<file path="src/rtl/rv_pkg.sv">
// Shared RV32I definitions for the MEM stage: funct3 codes and LSU handshake states.
// Latency: n/a (types and constants only).
// Backpressure: n/a.
package rv_pkg;

   // Load/store width and sign codes
   localparam logic [2:0] F3_B   = 3'b000;
   localparam logic [2:0] F3_H   = 3'b001;
   localparam logic [2:0] F3_W   = 3'b010;
   localparam logic [2:0] F3_BU  = 3'b100;
   localparam logic [2:0] F3_HU  = 3'b101;

   // Conditional branch codes
   localparam logic [2:0] F3_BEQ = 3'b000;
   localparam logic [2:0] F3_BNE = 3'b001;

   // IDLE: no access outstanding; WAIT: a request is waiting for mem_ack
   typedef enum logic {
      IDLE = 1'b0,
      WAIT = 1'b1
   } lsu_state_t;

endpackage

</file>
<file path="src/rtl/lsu_align.sv">
// Byte-lane steering for the load/store unit: alignment, byte enables, store replication, load extend.
// Latency: purely combinational.
// Backpressure: none; outputs simply follow the held stage inputs.
module lsu_align
   import rv_pkg::*;
(
   input  logic [2:0]  funct3,
   input  logic [1:0]  lane,
   input  logic        is_store,
   input  logic [31:0] rd2,
   input  logic [31:0] rdata,
   output logic        aligned,
   output logic [3:0]  be,
   output logic [31:0] wdata,
   output logic [31:0] ld_data
);

   logic [7:0]  ld_byte;
   logic [15:0] ld_half;

   assign ld_byte = rdata[{lane, 3'b000} +: 8];
   assign ld_half = rdata[{lane[1], 4'b0000} +: 16];

   // Natural alignment from the access width held in funct3[1:0]
   always_comb begin
      case (funct3[1:0])
         2'b00:   aligned = 1'b1;
         2'b01:   aligned = ~lane[0];
         default: aligned = (lane == 2'b00);
      endcase
   end

   // Store byte enables and lane-replicated data; loads always fetch the whole word
   always_comb begin
      be    = 4'b1111;
      wdata = '0;
      if (is_store) begin
         case (funct3)
            F3_B: begin
               be    = 4'b0001 << lane;
               wdata = {4{rd2[7:0]}};
            end
            F3_H: begin
               be    = 4'b0011 << lane;
               wdata = {2{rd2[15:0]}};
            end
            default: wdata = rd2;
         endcase
      end
   end

   // Load extraction and sign/zero extension; unknown codes pass the word through
   always_comb begin
      case (funct3)
         F3_B:    ld_data = {{24{ld_byte[7]}}, ld_byte};
         F3_H:    ld_data = {{16{ld_half[15]}}, ld_half};
         F3_BU:   ld_data = {24'b0, ld_byte};
         F3_HU:   ld_data = {16'b0, ld_half};
         default: ld_data = rdata;
      endcase
   end

endmodule

</file>
<file path="src/rtl/mem_stage_lsu.sv">
// MEM stage: branch resolve, req/ack data-memory access with timeout, load align, MEM/WB register.
// Latency: bus signals combinational; MEM/WB updates on the cycle the access completes (ack or timeout).
// Backpressure: stall holds upstream stages while mem_req waits for mem_ack, bounded by TIMEOUT.
module mem_stage_lsu
   import rv_pkg::*;
#(
   parameter int XLEN    = 32,
   parameter int TIMEOUT = 16
) (
   input  logic            clk,
   input  logic            rst_n,
   input  logic            Branch,
   input  logic            MemRead,
   input  logic            MemWrite,
   input  logic            MemtoReg,
   input  logic            RegWrite,
   input  logic [XLEN-1:0] pc_sum,
   input  logic [XLEN-1:0] ALU,
   input  logic            zero,
   input  logic [XLEN-1:0] rd2,
   input  logic [4:0]      inst3,
   input  logic [2:0]      funct3,
   output logic            mem_req,
   output logic            mem_we,
   output logic [XLEN-1:0] mem_addr,
   output logic [3:0]      mem_be,
   output logic [XLEN-1:0] mem_wdata,
   input  logic [XLEN-1:0] mem_rdata,
   input  logic            mem_ack,
   output logic            stall,
   output logic            pcsrc,
   output logic [XLEN-1:0] branch_target,
   output logic            misalign,
   output logic            bus_err,
   output logic            wb_RegWrite,
   output logic            wb_MemtoReg,
   output logic [XLEN-1:0] wb_rdata,
   output logic [XLEN-1:0] wb_alu,
   output logic [4:0]      wb_rd
);

   localparam int CW = $clog2(TIMEOUT + 1);

   lsu_state_t     state, state_nxt;
   logic [CW-1:0]  cnt, cnt_nxt, cnt_cur;
   logic           is_mem, aligned, misalign_raw, timeout_hit, br_cond;
   logic [XLEN-1:0] ld_data;

   lsu_align u_align (
      .funct3   (funct3),
      .lane     (ALU[1:0]),
      .is_store (MemWrite),
      .rd2      (rd2),
      .rdata    (mem_rdata),
      .aligned  (aligned),
      .be       (mem_be),
      .wdata    (mem_wdata),
      .ld_data  (ld_data)
   );

   assign is_mem       = MemRead | MemWrite;
   assign misalign_raw = is_mem & ~aligned;

   // Strobes are gated by rst_n so an access in flight vanishes the moment reset asserts
   assign mem_req       = is_mem & aligned & rst_n;
   assign mem_we        = MemWrite & mem_req;
   assign mem_addr      = {ALU[XLEN-1:2], 2'b00};
   assign misalign      = misalign_raw & rst_n;
   assign branch_target = pc_sum;
   assign pcsrc         = Branch & br_cond & rst_n;

   // Branch condition: only BEQ/BNE can be taken
   always_comb begin
      case (funct3)
         F3_BEQ:  br_cond = zero;
         F3_BNE:  br_cond = ~zero;
         default: br_cond = 1'b0;
      endcase
   end

   // FSM state and wait counter
   always_ff @(posedge clk or negedge rst_n) begin
      if (!rst_n) begin
         state <= IDLE;
         cnt   <= '0;
      end else begin
         state <= state_nxt;
         cnt   <= cnt_nxt;
      end
   end

   // Next state: enter WAIT on an unacknowledged request, leave on ack, timeout or dropped request
   always_comb begin
      state_nxt = state;
      cnt_nxt   = cnt;
      case (state)
         IDLE: begin
            if (stall) begin
               state_nxt = WAIT;
               cnt_nxt   = CW'(1);
            end
         end
         WAIT: begin
            if (stall) begin
               cnt_nxt = cnt + CW'(1);
            end else begin
               state_nxt = IDLE;
               cnt_nxt   = '0;
            end
         end
         default: begin
            state_nxt = IDLE;
            cnt_nxt   = '0;
         end
      endcase
   end

   // Outputs: the wait count seen this cycle decides timeout; a same-cycle ack always wins
   always_comb begin
      cnt_cur     = (state == WAIT) ? cnt : '0;
      timeout_hit = mem_req & ~mem_ack & (cnt_cur == CW'(TIMEOUT - 1));
      stall       = mem_req & ~mem_ack & ~timeout_hit;
      bus_err     = timeout_hit;
   end

   // MEM/WB register: bubble while stalled, otherwise retire the instruction leaving MEM
   always_ff @(posedge clk or negedge rst_n) begin
      if (!rst_n) begin
         wb_RegWrite <= 1'b0;
         wb_MemtoReg <= 1'b0;
         wb_rdata    <= '0;
         wb_alu      <= '0;
         wb_rd       <= '0;
      end else if (stall) begin
         wb_RegWrite <= 1'b0;
         wb_MemtoReg <= 1'b0;
      end else begin
         wb_RegWrite <= RegWrite & ~misalign_raw & ~timeout_hit;
         wb_MemtoReg <= MemtoReg;
         wb_rdata    <= ld_data;
         wb_alu      <= ALU;
         wb_rd       <= inst3;
      end
   end

endmodule
</file>
<file path="config.mk">
export PLATFORM = sky130hd
export DESIGN_NAME = mem_stage_lsu
export DESIGN_NICKNAME = d
export VERILOG_FILES = /design/src/rtl/rv_pkg.sv /design/src/rtl/lsu_align.sv /design/src/rtl/mem_stage_lsu.sv
export SDC_FILE = /design/constraint.sdc
export NUM_CORES = 1
export LEC_CHECK = 0
export ABC_AREA = 1
export CELL_PAD_IN_SITES_DETAIL_PLACEMENT = 0
export CELL_PAD_IN_SITES_GLOBAL_PLACEMENT = 1
export CORE_MARGIN = 2
export CORE_UTILIZATION = 24
export CTS_BUF_LIST = sky130_fd_sc_hd__clkbuf_2 sky130_fd_sc_hd__clkbuf_4 sky130_fd_sc_hd__clkbuf_8
export DETAILED_ROUTE_END_ITERATION = 8
export GPL_TIMING_DRIVEN = 0
export PLACE_DENSITY = 0.91
export SLEW_MARGIN = 20
export SYNTH_ARGS = -nofsm -noshare
export SYNTH_HDL_FRONTEND = slang
export SYNTH_SLANG_ARGS = --single-unit
</file>
<file path="constraint.sdc">
create_clock -name clk -period 2 [get_ports clk]
set_input_delay 0.4 -clock clk [delete_from_list [all_inputs] [get_ports clk]]
set_output_delay 0.4 -clock clk [all_outputs]
set_load 0.005 [all_outputs]
</file>
-- After elaboration in Yosys (flattened, before gate mapping)
Index checks and enable logic that the tools add are counted.
- reduce and logical (&&, ||, !) cells: 3
- equal/unequal tests: 6
- add/subtract/negate cells: 1
- bitwise operators: 20
- shifts and indexed selects: 4
- multiplexer cells: 14
- operator list (operator ; count):
    one-hot mux 32 bit (4 select lines) ; 1
    one-hot mux 32 bit (2 select lines) ; 1
    2-to-1 mux 32 bit ; 1
    variable part select 32 x 6 -> 16 bit ; 1
    variable part select 32 x 6 -> 8 bit ; 1
    2-to-1 mux 5 bit ; 3
    bitwise AND 1 bit ; 12
    one-hot mux 5 bit (2 select lines) ; 1
    one-hot mux 4 bit (2 select lines) ; 1
    NOT 1 bit ; 7
    equality test 3 bit, second input constant ; 2
    adder 5 x 1 -> 5 bit, second input constant ; 1
    equality test 5 x 4 -> 1 bit, second input constant ; 1
    logical NOT 2 bit ; 2
    2-to-1 mux 4 bit ; 1
    one-hot mux 1 bit (2 select lines) ; 2
    left shift 1 x 2 -> 4 bit, first input constant ; 1
    left shift 2 x 2 -> 4 bit, first input constant ; 1
    equality test 3 x 1 -> 1 bit, second input constant ; 1
    logical NOT 3 bit ; 1
    2-to-1 mux 1 bit ; 3
    equality test 2 x 1 -> 1 bit, second input constant ; 1
    inequality test 2 bit, second input constant ; 1
    OR 1 bit ; 1
- word-level logic and storage cells: 55
- output and inout port bits: 177
- bits of input ports: 145
- flip-flop bits (word level): 77

-- Depth between registers and ports, before layout
- depth after elaboration: 10
- mapped depth: 11
- gate-level depth less buffers: 9

-- Modules after synthesis
A second synthesis with hierarchy kept.
- cells, all modules: 743
- area total of the unflattened synthesis: 5023.6 µm²
- modules (own cells, without submodules) (module ; seq. area each (µm²) ; times used ; area each (µm²) ; cells an instance):
    mem_stage_lsu ; 1926.8 ; 1 ; 3563.4 ; 419
    lsu_align ; 0.0 ; 1 ; 1460.2 ; 324

-- Worst setup path before layout
No wires, ideal clock.
- path type: input to output
- start: input funct3[0]
- end: output mem_wdata[10]
- slack: 268 ps
- path buffers: 2
- arrival: 1332 ps
- required time: 1600 ps
- stages on the path: 8
- path through: buf_2 nor2_2 nand2_1 nand2_1 buf_2 nand2_1 a21oi_1 nor2_1
- cells in the longest elaborated chain, start to end: 3
- elaborated cells on any way between the ends: 4
- those cells by class: eq/ne: 1; mux: 2; reduce/logical: 1
- ends and longest elaborated chain (item ; line ; text):
    start: declaration ; mem_stage_lsu.sv:22 ; input logic [2:0] funct3,
    equality test 3 x 1 -> 1 bit or logical NOT 3 bit (tied branches) ; lsu_align.sv:38 ; case (funct3)
    one-hot mux 32 bit (2 select lines) (*) ; lsu_align.sv:38 ;
    2-to-1 mux 32 bit (*) ; lsu_align.sv:37 ; if (is_store) begin
    end: declaration ; mem_stage_lsu.sv:27 ; output logic [XLEN-1:0] mem_wdata,
Every way passes the cells marked *; elsewhere a longest branch is shown, timed or not.

-- Worst setup path in the final report
- start: input rd2[0]
- end: output mem_wdata[0]
- cells in the longest elaborated chain, start to end: 2
- ends and longest elaborated chain (item ; line ; text):
    start: declaration ; mem_stage_lsu.sv:20 ; input logic [XLEN-1:0] rd2,
    one-hot mux 32 bit (2 select lines) ; lsu_align.sv:38 ;
    2-to-1 mux 32 bit ; lsu_align.sv:37 ;
No other way between the ends.

==> flow_metrics.env <==
export IMPL_relSlewSlack_pct=37.5
export IMPL_max_stage_delay_ns=0.55
export IMPL_finalCritPeriodShare_pct=97.8
export IMPL_wl_mm=19.9
export IMPL_drt_first_iter_violations=221
export IMPL_multiInputGateArea_mm2=0.00216
export IMPL_max_clock_freq_ghz=0.511
export IMPL_avgSynthCellArea_um2=6.92
export IMPL_finalSetupTns_ns=0
export IMPL_numPortBuffers=285
export IMPL_outcome="complete, no violations"
export IMPL_rsz0062_at_grt="true"
export IMPL_required_ns=1.60
export IMPL_fin_crit_ns=1.96
export IMPL_r2r_cells=9
export IMPL_grt_max_degree=23
export IMPL_syn_area_mm2=0.00479
export IMPL_rr_endpoint="wb_alu[13]$_DFFE_PN0N_"
export IMPL_crit_path_top_delay_cell="clkdlybuf4s50_1"
export IMPL_via_per_inst=4.32
export IMPL_drcViolationCount=0
export IMPL_setup_violations=0
export IMPL_chipHeight_um=145
export IMPL_cp_cell_sequence="clkdlybuf4s50_1 -> nand2_1 -> inv_1 -> clkdlybuf4s50_1"
export IMPL_h_tree_depth=3
export IMPL_clk_latency_ns=0.37
export IMPL_die_w_um=145
export IMPL_yosysUniqueCellTypes=27
export IMPL_final_common_cell="nand2_1"
export IMPL_totalPowerFinal_uw=4590
export IMPL_numCtsBuffers=9
export IMPL_first_global_vias=5422
export IMPL_core_area_mm2=0.0195
export IMPL_synth_cells=692
export IMPL_hold_class="input pin to async pin"
export IMPL_grt_usage_pct=18.8
export IMPL_cts_tree="done"
export IMPL_peakVddDrop_mv=0.373
export IMPL_p_leak_uw=0.00440
export IMPL_grt_remaining_overflow=0
export IMPL_final_cell_mix="nand2_1 (289), clkdlybuf4s50_1 (241), buf_4 (95)"
export IMPL_ant_nets=0
export IMPL_syn_to_final_growth_pct=82.8
export IMPL_nets=1177
export IMPL_gp_congestion=0.829
export IMPL_wire_per_inst_um=15.3
export IMPL_dpl_hpwl_mm=14.7
export IMPL_synth_seq_cells=77
export IMPL_drv_cap=0
export IMPL_ys_seq_area_share_pct=40.2
export IMPL_rows=51
export IMPL_clkTransAtPathRegs_ns=0.08
export IMPL_cp_start_kind="input pin"
export IMPL_power_density_mw_per_mm2=524
export IMPL_reg2reg_from="cnt[0]$_DFFE_PN0P_"
export IMPL_cts_root_buf="clkbuf_8"
export IMPL_fin_skew_ns=0.00825
export IMPL_layout_drive_gt1_share_pct=20.0
export IMPL_crit_fanout=3
export IMPL_vias=5626
export IMPL_start_util_pct=24.5
export IMPL_cts_buffer_depth=2
export IMPL_worstSetupEndpointType="primary output"
export IMPL_grt_pass1_wl_mm=31.0
export IMPL_hold_violations=0
export IMPL_yosys_warnings=0
export IMPL_cpMostUsedCell="clkdlybuf4s50_1"
export IMPL_clkSinkCount=77
export IMPL_nFillCells=2035
export IMPL_num_io_pins=322
export IMPL_crit_arrival_ns=1.56
export IMPL_antenna_found_initial=2
export IMPL_first_pass_iters=5
export IMPL_worst_setup_path_type="input pin to primary output"
export IMPL_slew_viol_final=0
export IMPL_worstSetupStartpoint="rd2[0]"
export IMPL_die_area_mm2=0.0211
export IMPL_final_seq_area_mm2=0.00193
export IMPL_ff2ff_setup_slack_ns=0.20
export IMPL_tightest_slew_ns=0.934
-- Yosys cell counts, drive strengths merged --
library cell,count,area share [%]
nor2,43,3.6
buf,85,13
or2,2,0.26
inv,42,3.3
nand2,300,24
ha,1,0.26
clkinv,1,0.10
nand4,8,1.5
dfrtp,77,40
o221ai,1,0.18
o211ai,2,0.31
clkbuf,14,1.1
conb,1,0.078
xor2,3,0.55
a21oi,22,2.4
nand3,52,5.4
o21ai,38,4.0
-- final cells by class --
class | count | area share (%)
Buffer | 97 | 8.12
Clock buffer | 11 | 1.66
Sequential cell | 77 | 22.0
Tap cell | 265 | 3.79
Timing Repair Buffer | 329 | 37.1
Clock inverter | 5 | 0.672
Inverter | 43 | 2.00
Multi-Input combinational cell | 474 | 24.6
Antenna cell | 1 | 0.0286
-- metal layers --
layer / GRT usage, % / share of wire, %
met1: 23.7 / 42
met4: 4.17 / 1.0
met5: 0 / 0.065
met3: 6.64 / 9.6
met2: 30.9 / 47
-- metrics by stage --
step | instance area [um2] | cells | hold WS (ns) | util (%) | setup slack (ns)
final | 8750 | 1302 | 0.0946 | 44.8 | 0.0439
after global routing | 8750 | 1301 | 0.0679 | 44.8 | -0.0131
after detailed placement | 8000 | 1244 | 0.414 | 41.0 | -1.02
after floorplan | 4790 | 693 | 0.104 | - | 0.268
after global placement | 7980 | 1243 | 0.460 | 40.9 | -3.88
after CTS | 8690 | 1298 | 0.0706 | 44.5 | 0.00139
-- flip-flops by register name, indices dropped and copies added, names as in the netlist --
signal / flops
wb_rd: 5
wb_rdata: 32
cnt: 5
wb_alu: 32
state: 1
wb_MemtoReg: 1
wb_RegWrite: 1
-- logic make-up after synthesis --
family / Yosys count / synth area share (%)
compound gates: 63 / 6.84
buf+inv: 142 / 17.6
other cells: 1 / 0.0783
simple gates: 405 / 34.5
fa+ha+maj: 1 / 0.261
flops: 77 / 40.2
xor+xnor: 3 / 0.549
-- critical path, delay by kind of cell --
family	cells	cell delay, ns
buffers and inverters	3	1.08
and+or+nand+nor	1	0.07
-- repair_timing --
action                                 in CTS  in global routing
hold buffers                                3                  0
gates resized for setup                   151                 30
setup endpoints to repair                  60                 25
pin swaps                                  15                 13
setup buffers                              31                  5
endpoints found under the hold margin      34                  0
cloned                                      4                  0
-- report_power, final --
part | internal (uW) | switching [uW]
clock | 627 | 642
sequential | 1700 | 81.5
combinational | 908 | 634
-- worst max-delay path by stage --
stage / end / slack (ns)
2_1_floorplan: mem_wdata[10] / 0.27
4_1_cts: mem_wdata[11] / 0.001
3_3_place_gp: stall / -3.88
6_report: mem_wdata[0] / 0.04
5_1_grt: mem_wdata[9] / -0.01
3_5_place_dp: mem_be[2] / -1.02
Note: power is estimated with default switching activity, not from simulation.
